==> config.mk <==
export PLATFORM = sky130hd
export DESIGN_NAME = complex_mult_sequencer
export DESIGN_NICKNAME = d
export VERILOG_FILES = /design/src/rtl/complex_mult_sequencer_pkg.sv /design/src/rtl/complex_mult_sequencer_sat_addsub.sv /design/src/rtl/complex_mult_sequencer.sv
export SDC_FILE = /design/constraint.sdc
export NUM_CORES = 1
export LEC_CHECK = 0
export BUFFER_PORTS_ARGS = -buffer_cell sky130_fd_sc_hd__buf_4
export CORE_UTILIZATION = 40
export DETAILED_ROUTE_END_ITERATION = 10
export HOLD_SLACK_MARGIN = 0.03
export PLACE_DENSITY_LB_ADDON = 0.3
export REMOVE_ABC_BUFFERS = 1
export SYNTH_ARGS = -nofsm -noshare
export SYNTH_HDL_FRONTEND = slang
export SYNTH_SLANG_ARGS = --single-unit
==> constraint.sdc <==
create_clock -name clk -period 11.5 [get_ports clk]
set_input_delay 1.15 -clock clk [delete_from_list [all_inputs] [get_ports clk]]
set_output_delay 1.15 -clock clk [all_outputs]
set_load 0.03 [all_outputs]
==> src/rtl/complex_mult_sequencer_pkg.sv <==
// Shared definitions for the complex multiply sequencer: FSM encoding,
// default data width, Q1.15 saturation limits and product slot indices.
package complex_mult_sequencer_pkg;

    localparam int DATA_WIDTH = 16;
    localparam int SAT_MAX    = 32767;
    localparam int SAT_MIN    = -32768;

    // Product slots, also the issue order on the shared multiplier
    localparam logic [1:0] P0 = 2'd0;   // a_re * b_re
    localparam logic [1:0] P1 = 2'd1;   // a_im * b_im
    localparam logic [1:0] P2 = 2'd2;   // a_re * b_im
    localparam logic [1:0] P3 = 2'd3;   // a_im * b_re

    typedef enum logic [1:0] {
        IDLE    = 2'd0,
        ISSUE   = 2'd1,
        WAIT    = 2'd2,
        COMBINE = 2'd3
    } state_t;

endpackage

==> src/rtl/complex_mult_sequencer_sat_addsub.sv <==
// Combinational add/subtract of two signed operands, formed one bit wider
// and clamped back to the operand width.
module sat_addsub
    import complex_mult_sequencer_pkg::*;
#(
    parameter int WIDTH = DATA_WIDTH
) (
    input  logic signed [WIDTH-1:0] a,
    input  logic signed [WIDTH-1:0] b,
    input  logic                    sub,
    output logic signed [WIDTH-1:0] y
);

    localparam logic [WIDTH-1:0] MAX_V = SAT_MAX[WIDTH-1:0];
    localparam logic [WIDTH-1:0] MIN_V = SAT_MIN[WIDTH-1:0];

    logic [WIDTH:0] sum;

    always_comb begin
        sum = '0;
        y   = '0;
        if (sub) begin
            sum = {a[WIDTH-1], a} - {b[WIDTH-1], b};
        end else begin
            sum = {a[WIDTH-1], a} + {b[WIDTH-1], b};
        end
        // The two top bits disagree only when the result left the WIDTH range
        if (sum[WIDTH] != sum[WIDTH-1]) begin
            y = sum[WIDTH] ? MIN_V : MAX_V;
        end else begin
            y = sum[WIDTH-1:0];
        end
    end

endmodule

==> src/rtl/complex_mult_sequencer.sv <==
// Computes a*b or a*conj(b) in Q1.15 by issuing four real products to one
// shared 2-cycle multiplier, collecting them and combining with saturation.
module complex_mult_sequencer
    import complex_mult_sequencer_pkg::*;
#(
    parameter int WIDTH   = DATA_WIDTH,
    parameter int TIMEOUT = 8
) (
    input  logic                    clk,
    input  logic                    reset,
    input  logic                    start,
    input  logic                    conj_b,
    input  logic signed [WIDTH-1:0] a_re,
    input  logic signed [WIDTH-1:0] a_im,
    input  logic signed [WIDTH-1:0] b_re,
    input  logic signed [WIDTH-1:0] b_im,
    output logic                    busy,
    output logic                    done,
    output logic                    err,
    output logic signed [WIDTH-1:0] p_re,
    output logic signed [WIDTH-1:0] p_im,
    output logic                    mul_enable,
    output logic signed [WIDTH-1:0] mul_a,
    output logic signed [WIDTH-1:0] mul_b,
    input  logic signed [WIDTH-1:0] mul_product,
    input  logic                    mul_done
);

    localparam int            TW       = (TIMEOUT > 1) ? $clog2(TIMEOUT + 1) : 1;
    localparam logic [TW-1:0] TMO_LAST = TW'(TIMEOUT - 1);

    state_t state_reg, state_next;

    logic [1:0]              k_reg;
    logic [1:0]              rcv_reg;
    logic                    full_reg;
    logic [TW-1:0]           tmo_reg;
    logic                    conj_reg;
    logic signed [WIDTH-1:0] a_re_reg, a_im_reg, b_re_reg, b_im_reg;
    logic signed [WIDTH-1:0] slot_reg [4];
    logic signed [WIDTH-1:0] p_re_reg, p_im_reg;
    logic                    done_reg, err_reg;

    logic                    capture_en;
    logic                    all_rcvd;
    logic                    timeout_hit;
    logic signed [WIDTH-1:0] re_sum, im_sum;
    logic signed [WIDTH-1:0] im_a, im_b;

    assign capture_en  = mul_done && !full_reg &&
                         (state_reg == ISSUE || state_reg == WAIT);
    // Counting the return arriving this cycle lets COMBINE follow the last capture directly
    assign all_rcvd    = full_reg || (capture_en && rcv_reg == P3);
    assign timeout_hit = (state_reg == WAIT) && !all_rcvd && (tmo_reg == TMO_LAST);

    always_comb begin
        state_next = state_reg;
        case (state_reg)
            IDLE:    if (start) state_next = ISSUE;
            ISSUE:   if (k_reg == P3) state_next = WAIT;
            WAIT: begin
                if (all_rcvd) begin
                    state_next = COMBINE;
                end else if (timeout_hit) begin
                    state_next = IDLE;
                end
            end
            COMBINE: state_next = IDLE;
            default: state_next = IDLE;
        endcase
    end

    always_comb begin
        mul_a = '0;
        mul_b = '0;
        if (state_reg == ISSUE) begin
            case (k_reg)
                P0:      begin mul_a = a_re_reg; mul_b = b_re_reg; end
                P1:      begin mul_a = a_im_reg; mul_b = b_im_reg; end
                P2:      begin mul_a = a_re_reg; mul_b = b_im_reg; end
                default: begin mul_a = a_im_reg; mul_b = b_re_reg; end
            endcase
        end
    end

    // conj(b) flips the sign of b_im: re gains +P1, im becomes P3 - P2
    assign im_a = conj_reg ? slot_reg[P3] : slot_reg[P2];
    assign im_b = conj_reg ? slot_reg[P2] : slot_reg[P3];

    sat_addsub #(.WIDTH(WIDTH)) u_sat_re (
        .a   (slot_reg[P0]),
        .b   (slot_reg[P1]),
        .sub (!conj_reg),
        .y   (re_sum)
    );

    sat_addsub #(.WIDTH(WIDTH)) u_sat_im (
        .a   (im_a),
        .b   (im_b),
        .sub (conj_reg),
        .y   (im_sum)
    );

    always_ff @(posedge clk or posedge reset) begin
        if (reset) begin
            state_reg <= IDLE;
            k_reg     <= '0;
            rcv_reg   <= '0;
            full_reg  <= 1'b0;
            tmo_reg   <= '0;
            conj_reg  <= 1'b0;
            a_re_reg  <= '0;
            a_im_reg  <= '0;
            b_re_reg  <= '0;
            b_im_reg  <= '0;
            for (int i = 0; i < 4; i++) slot_reg[i] <= '0;
            p_re_reg  <= '0;
            p_im_reg  <= '0;
            done_reg  <= 1'b0;
            err_reg   <= 1'b0;
        end else begin
            state_reg <= state_next;
            done_reg  <= (state_reg == COMBINE);
            err_reg   <= timeout_hit;

            if (state_reg == IDLE && start) begin
                conj_reg <= conj_b;
                a_re_reg <= a_re;
                a_im_reg <= a_im;
                b_re_reg <= b_re;
                b_im_reg <= b_im;
                k_reg    <= '0;
                rcv_reg  <= '0;
                full_reg <= 1'b0;
            end

            if (state_reg == ISSUE) k_reg <= k_reg + 2'd1;

            if (capture_en) begin
                slot_reg[rcv_reg] <= mul_product;
                rcv_reg           <= rcv_reg + 2'd1;
                if (rcv_reg == P3) full_reg <= 1'b1;
            end

            tmo_reg <= (state_reg == WAIT) ? tmo_reg + TW'(1) : '0;

            if (state_reg == COMBINE) begin
                p_re_reg <= re_sum;
                p_im_reg <= im_sum;
            end
        end
    end

    assign busy       = (state_reg != IDLE);
    assign mul_enable = (state_reg == ISSUE);
    assign done       = done_reg;
    assign err        = err_reg;
    assign p_re       = p_re_reg;
    assign p_im       = p_im_reg;

endmodule

==> results of run 1 <==
per-stage QoR:
step | setup slack (ps) | area, um2 | hold WS [ps] | utilization
6_report | 6620 | 12000 | 478 | 0.493
2_1_floorplan | 5630 | 9830 | 432 | -
5_1_grt | 6170 | 12000 | 507 | 0.493
3_3_place_gp | 6980 | 11400 | 451 | 0.469
3_5_place_dp | 6780 | 11400 | 464 | 0.469
4_1_cts | 6690 | 12000 | 478 | 0.493
cell usage after synthesis (5+ instances only):
master and n:
nand3_1 10, inv_1 21, a31oi_1 8, dfrtp_1 174
nor2_1 62, o21ai_0 44, nand2b_1 7, xor2_1 37
o2bb2ai_1 15, a31o_2 9, a21oi_1 80, clkbuf_1 23
o21ai_1 5, a21o_1 8, xnor2_1 20, nand4_1 5
buf_1 9, nor2b_1 12, mux2_2 129, maj3_1 6
ha_1 47, nand2_1 125, nor3_1 13, mux2i_1 24
buf_2 8
final timing paths:
kind | cells after the start | from | end | slack [ps]
max | 14 | conj_reg | p_im[13] | 6620
min | 1 | tmo_reg[0] | tmo_reg[0] | 480
max reg2reg | 14 | conj_reg | p_im[13] | 6620
min reg2reg | 1 | tmo_reg[0] | tmo_reg[0] | 480
max in group asynchronous | 3 | reset | conj_reg | 8970
min in group asynchronous | 2 | reset | a_re_reg[3] | 890
layer usage:
metal  up-vias  share of wire  track usage
met4         0         0.0066       0.0377
met2       193           0.47        0.294
met1      3717           0.45        0.238
met5         -              0            0
met3        12          0.071       0.0574
li1       3723              -            -
cells in the final DEF (no fill, tap or decap), types with 13 or more instances in the layout:
cell       instances
dfrtp_1          173
buf_4            160
mux2_2           129
nand2_1          124
a21oi_1           80
nor2_1            62
ha_1              47
o21ai_0           44
xor2_1            37
mux2i_1           24
inv_1             20
xnor2_1           20
clkbuf_16         17
o2bb2ai_1         15
nor3_1            13
critical path, cell delays in order, from the launching register on:
cell and delay, ps:
dfrtp_2 630, mux2i_1 290, ha_1 220, nor3b_2 340, nand2_1 130, or3_1 340, xor2_1 150, o21ai_0 100
ha_1 400, nand2_1 110, nor4_1 570, o32ai_2 210, xnor2_2 650, nand2_2 300, a31o_2 310
layout make-up:
cell class / instances / area, um2
Sequential cell: 174 / 4360
Inverter: 22 / 87.6
Clock buffer: 18 / 429
Timing Repair Buffer: 160 / 1200
Clock inverter: 13 / 159
Tap cell: 324 / 405
Fill cell: 2277 / 12400
Antenna cell: 1 / 2.50
Multi-Input combinational cell: 735 / 5390
cells by family after synthesis:
logic type	count (synthesis)	share of synthesized area
buffers and inverters	63	0.0254
adders and majority gates	55	0.0688
xor gates and xnor gates	58	0.0516
AOI/OAI and AO/OA	207	0.130
and+or+nand+nor	262	0.119
muxes	153	0.169
DFF	174	0.436
==> impl_metrics.ini, run 1 <==
[status]
outcome = finished clean

[yosys]
ys.flop_type = dfrtp_1
yosys.area.top_type = dfrtp_1
synthCells = 972
synth_edf_count = 0
async_reset_ff_frac = 1.00
syn_avg_cell_area_um2 = 10.3
synth.top_cell.area_share = 0.436
syn_area_um2 = 10000
yosys_warnings = 0
ys_seq_area_frac = 0.436
synthTopCellsByArea = dfrtp_1, mux2_2, ha_1
yosysUniqueCellTypes = 66
ys_seq_elements = 174

[timing]
max_slew_margin = 0.356
rsz0062_at_grt = false
tns_ps = 0
slew_viol_final = 0
min_period_ps = 4880
worstMarginPinSlew_ps = 966
hold_violations = 0
post-route-period-util = 0.425
fin_worst_skew_ps = 15.3
setup_viol = 0
fmax_mhz = 205

[floorplanning]
num_io_pins = 153
start_util = 0.410
die_area_um2 = 25600
row_count = 57
core_area_um2 = 24400
die_h_um = 160
die_w_um = 160

[grt]
gr-usage-all-layers = 0.182
grt_pass1_vias = 7640
antenna_found_initial = 0
grt_max_degree = 101
grt-ovfl-total = 0
grt_pass1_wl_um = 38000

[final_layout]
drive_above_1_share = 0.308
nNetsFinal = 1244
syn_to_final_growth_pct = 20.4
largest_register_ffs = 64
fin_cells = 1447

[clocking]
clockBufferDepth = 2
cts_setup_buffers = 0
clock-sinks = 174
cts_resized = 0
clkLatencyLatePin_ps = 430
clkTransAtPathRegs_ps = 70
cts_tree = done
numCtsBuffers = 17
clock-root-buffer = clkbuf_16
htreeDepth = 4
ctsHoldBuffers = 0

[routing]
drc = 0
routed_wl_um = 22700
dr_total_vias = 7645
viasPerCell = 5.28
dr.first_iter.drc_count = 364
wl_per_cell_um = 15.7
ant_nets = 0
dr.pass1.iters = 4

[critical_path]
path_class = reg2reg
critPathArrivalTime_ps = 5200
crit_path_end_kind = register
required_ps = 11820
worstSetupStartpointType = register
cp_max_fo = 24

[placement]
globalplace.congestion = 0.839
placed_cells = 1415
hpwlAfterDp_um = 15700
port_buffers = 152

[flow_run]
cap_viol_max_count = 0

[min_path]
hp-class = reg2reg
Power of run 1 is not shown: default switching activity piles up to over one toggle a cycle in this logic, so the estimate is an artifact.
==> run 2, diff against run 1 <==
==> constraint.sdc (replaced) <==
create_clock -name clk -period 4.1 [get_ports clk]
set_input_delay 0.41 -clock clk [delete_from_list [all_inputs] [get_ports clk]]
set_output_delay 0.41 -clock clk [all_outputs]
set_load 0.03 [all_outputs]
==> impl_metrics.ini, run 2 (same netlist as run 1, synthesis figures left out) <==
[status]
outcome = finished clean

[clocking]
clock-sinks = 174
ctsHoldBuffers = 0
clock-root-buffer = clkbuf_16
clockBufferDepth = 2
cts_tree = done
clkTransAtPathRegs_ps = 70
clkLatencyLatePin_ps = 420
numCtsBuffers = 17
htreeDepth = 4

[grt]
grt-ovfl-total = 0
grt_pass1_vias = 7695
gr-usage-all-layers = 0.182
grt_pass1_wl_um = 38200
grt_max_degree = 100
antenna_found_initial = 1

[floorplanning]
die_area_um2 = 25600
die_w_um = 160
row_count = 57
start_util = 0.410
core_area_um2 = 24400
die_h_um = 160
num_io_pins = 153

[final_layout]
drive_above_1_share = 0.344
syn_to_final_growth_pct = 24.8
nNetsFinal = 1280
final_common_cell = buf_4
mostFrequentLayoutCells = buf_4, dfrtp_1, mux2_2
fillers = 2285
largest_register_ffs = 64
multiInputGateArea_um2 = 5510
regArea_um2 = 4360
finish.instance_area_um2 = 12500

[placement]
hpwlAfterDp_um = 16100
place_area_um2 = 11700
globalplace.congestion = 0.869
port_buffers = 152

[timing]
slew_viol_final = 0
worstMarginPinSlew_ps = 949
tns_ps = 0
hold_violations = 0
post-route-period-util = 0.959
rsz0062_at_grt = true
fmax_mhz = 254
setup_viol = 0
min_period_ps = 3930
fin_worst_skew_ps = 12.5
max_slew_margin = 0.367

[critical_path]
cp_max_fo = 16
path_class = reg2reg
crit_path_end_kind = register
worstSetupStartpointType = register
critPathArrivalTime_ps = 4270
required_ps = 4440

[routing]
wl_per_cell_um = 15.4
ant_nets = 0
dr.pass1.iters = 4
viasPerCell = 5.21
dr.first_iter.drc_count = 459
drc = 0
routed_wl_um = 22900
dr_total_vias = 7736

[min_path]
hp-class = in2async

[flow_run]
cap_viol_max_count = 0
==> run 2: cell count changes in the layout (fill, tap and decap cells not counted), moves of 3 or more <==
cell	change
ha_2	+3
buf_12	+4
nor3_2	+3
o21ai_0	-3
buf_6	+3
ha_1	-3
nor3_1	-3
buf_4	+28
==> run 2: stage by stage <==
step                      hold slack [ps]   util  instances  worst slack, ps
after global routing                  188  0.511       1482            -37.1
final                                 169  0.512       1484              169
after floorplan                       432      -        931            -1030
after detailed placement              474  0.479       1442             25.7
after global placement                451  0.479       1442              109
after CTS                             190  0.504       1474             29.5
==> run 2: worst max-delay path, stage by stage (launching register included) <==
cell     delay, ps
dfrtp_2        440
mux2i_2        250
ha_2           220
nor3b_4        290
nand2_2        110
or3_4          340
xor2_1         150
o21ai_1        180
ha_1           270
buf_4          160
a21oi_2        170
o21ai_1        110
buf_4          160
a31oi_1        170
nand4_1        170
buf_12         190
maj3_1         340
o21ai_0        140
==> run 2: area by class of cell <==
class,instances,share of cell area
sequential,174,0.349
timing repair buffer,196,0.123
clock inverter,12,0.0126
multi-input combinational,735,0.441
clock buffer,19,0.0347
tap,324,0.0325
inverter,22,0.00702
antenna,2,0.000401
==> run 2: final timing paths <==
check / startpoint / end / slack [ps] / cells after the start
min in group clk: mul_product[2] / slot_reg[2] / 210 / 3
hold reg to reg: tmo_reg[0] / tmo_reg[0] / 480 / 1
setup / recovery: conj_reg / p_im[0] / 170 / 17
hold / removal: reset / a_re_reg[3] / 170 / 2
max in group asynchronous: reset / slot_reg[58] / 2990 / 3
setup reg to reg: conj_reg / p_im[0] / 170 / 17
==> run 2: repair_timing <==
action | CTS | global route
pin swaps | 0 | 8
gates resized for setup | 3 | 25
setup buffers | 1 | 8
setup endpoints to repair | 14 | 30
==> run 2: metal layers <==
| metal | routed length (um) | vias up | GRT usage |
|---|---|---|---|
| met1 | 10400 | 3762 | 0.236 |
| li1 | - | 3783 | - |
| met3 | 1460 | 21 | 0.0553 |
| met2 | 10700 | 170 | 0.299 |
| met5 | 0 | - | 0 |
| met4 | 300 | 0 | 0.0411 |
Power of run 2 is left out for the same reason.
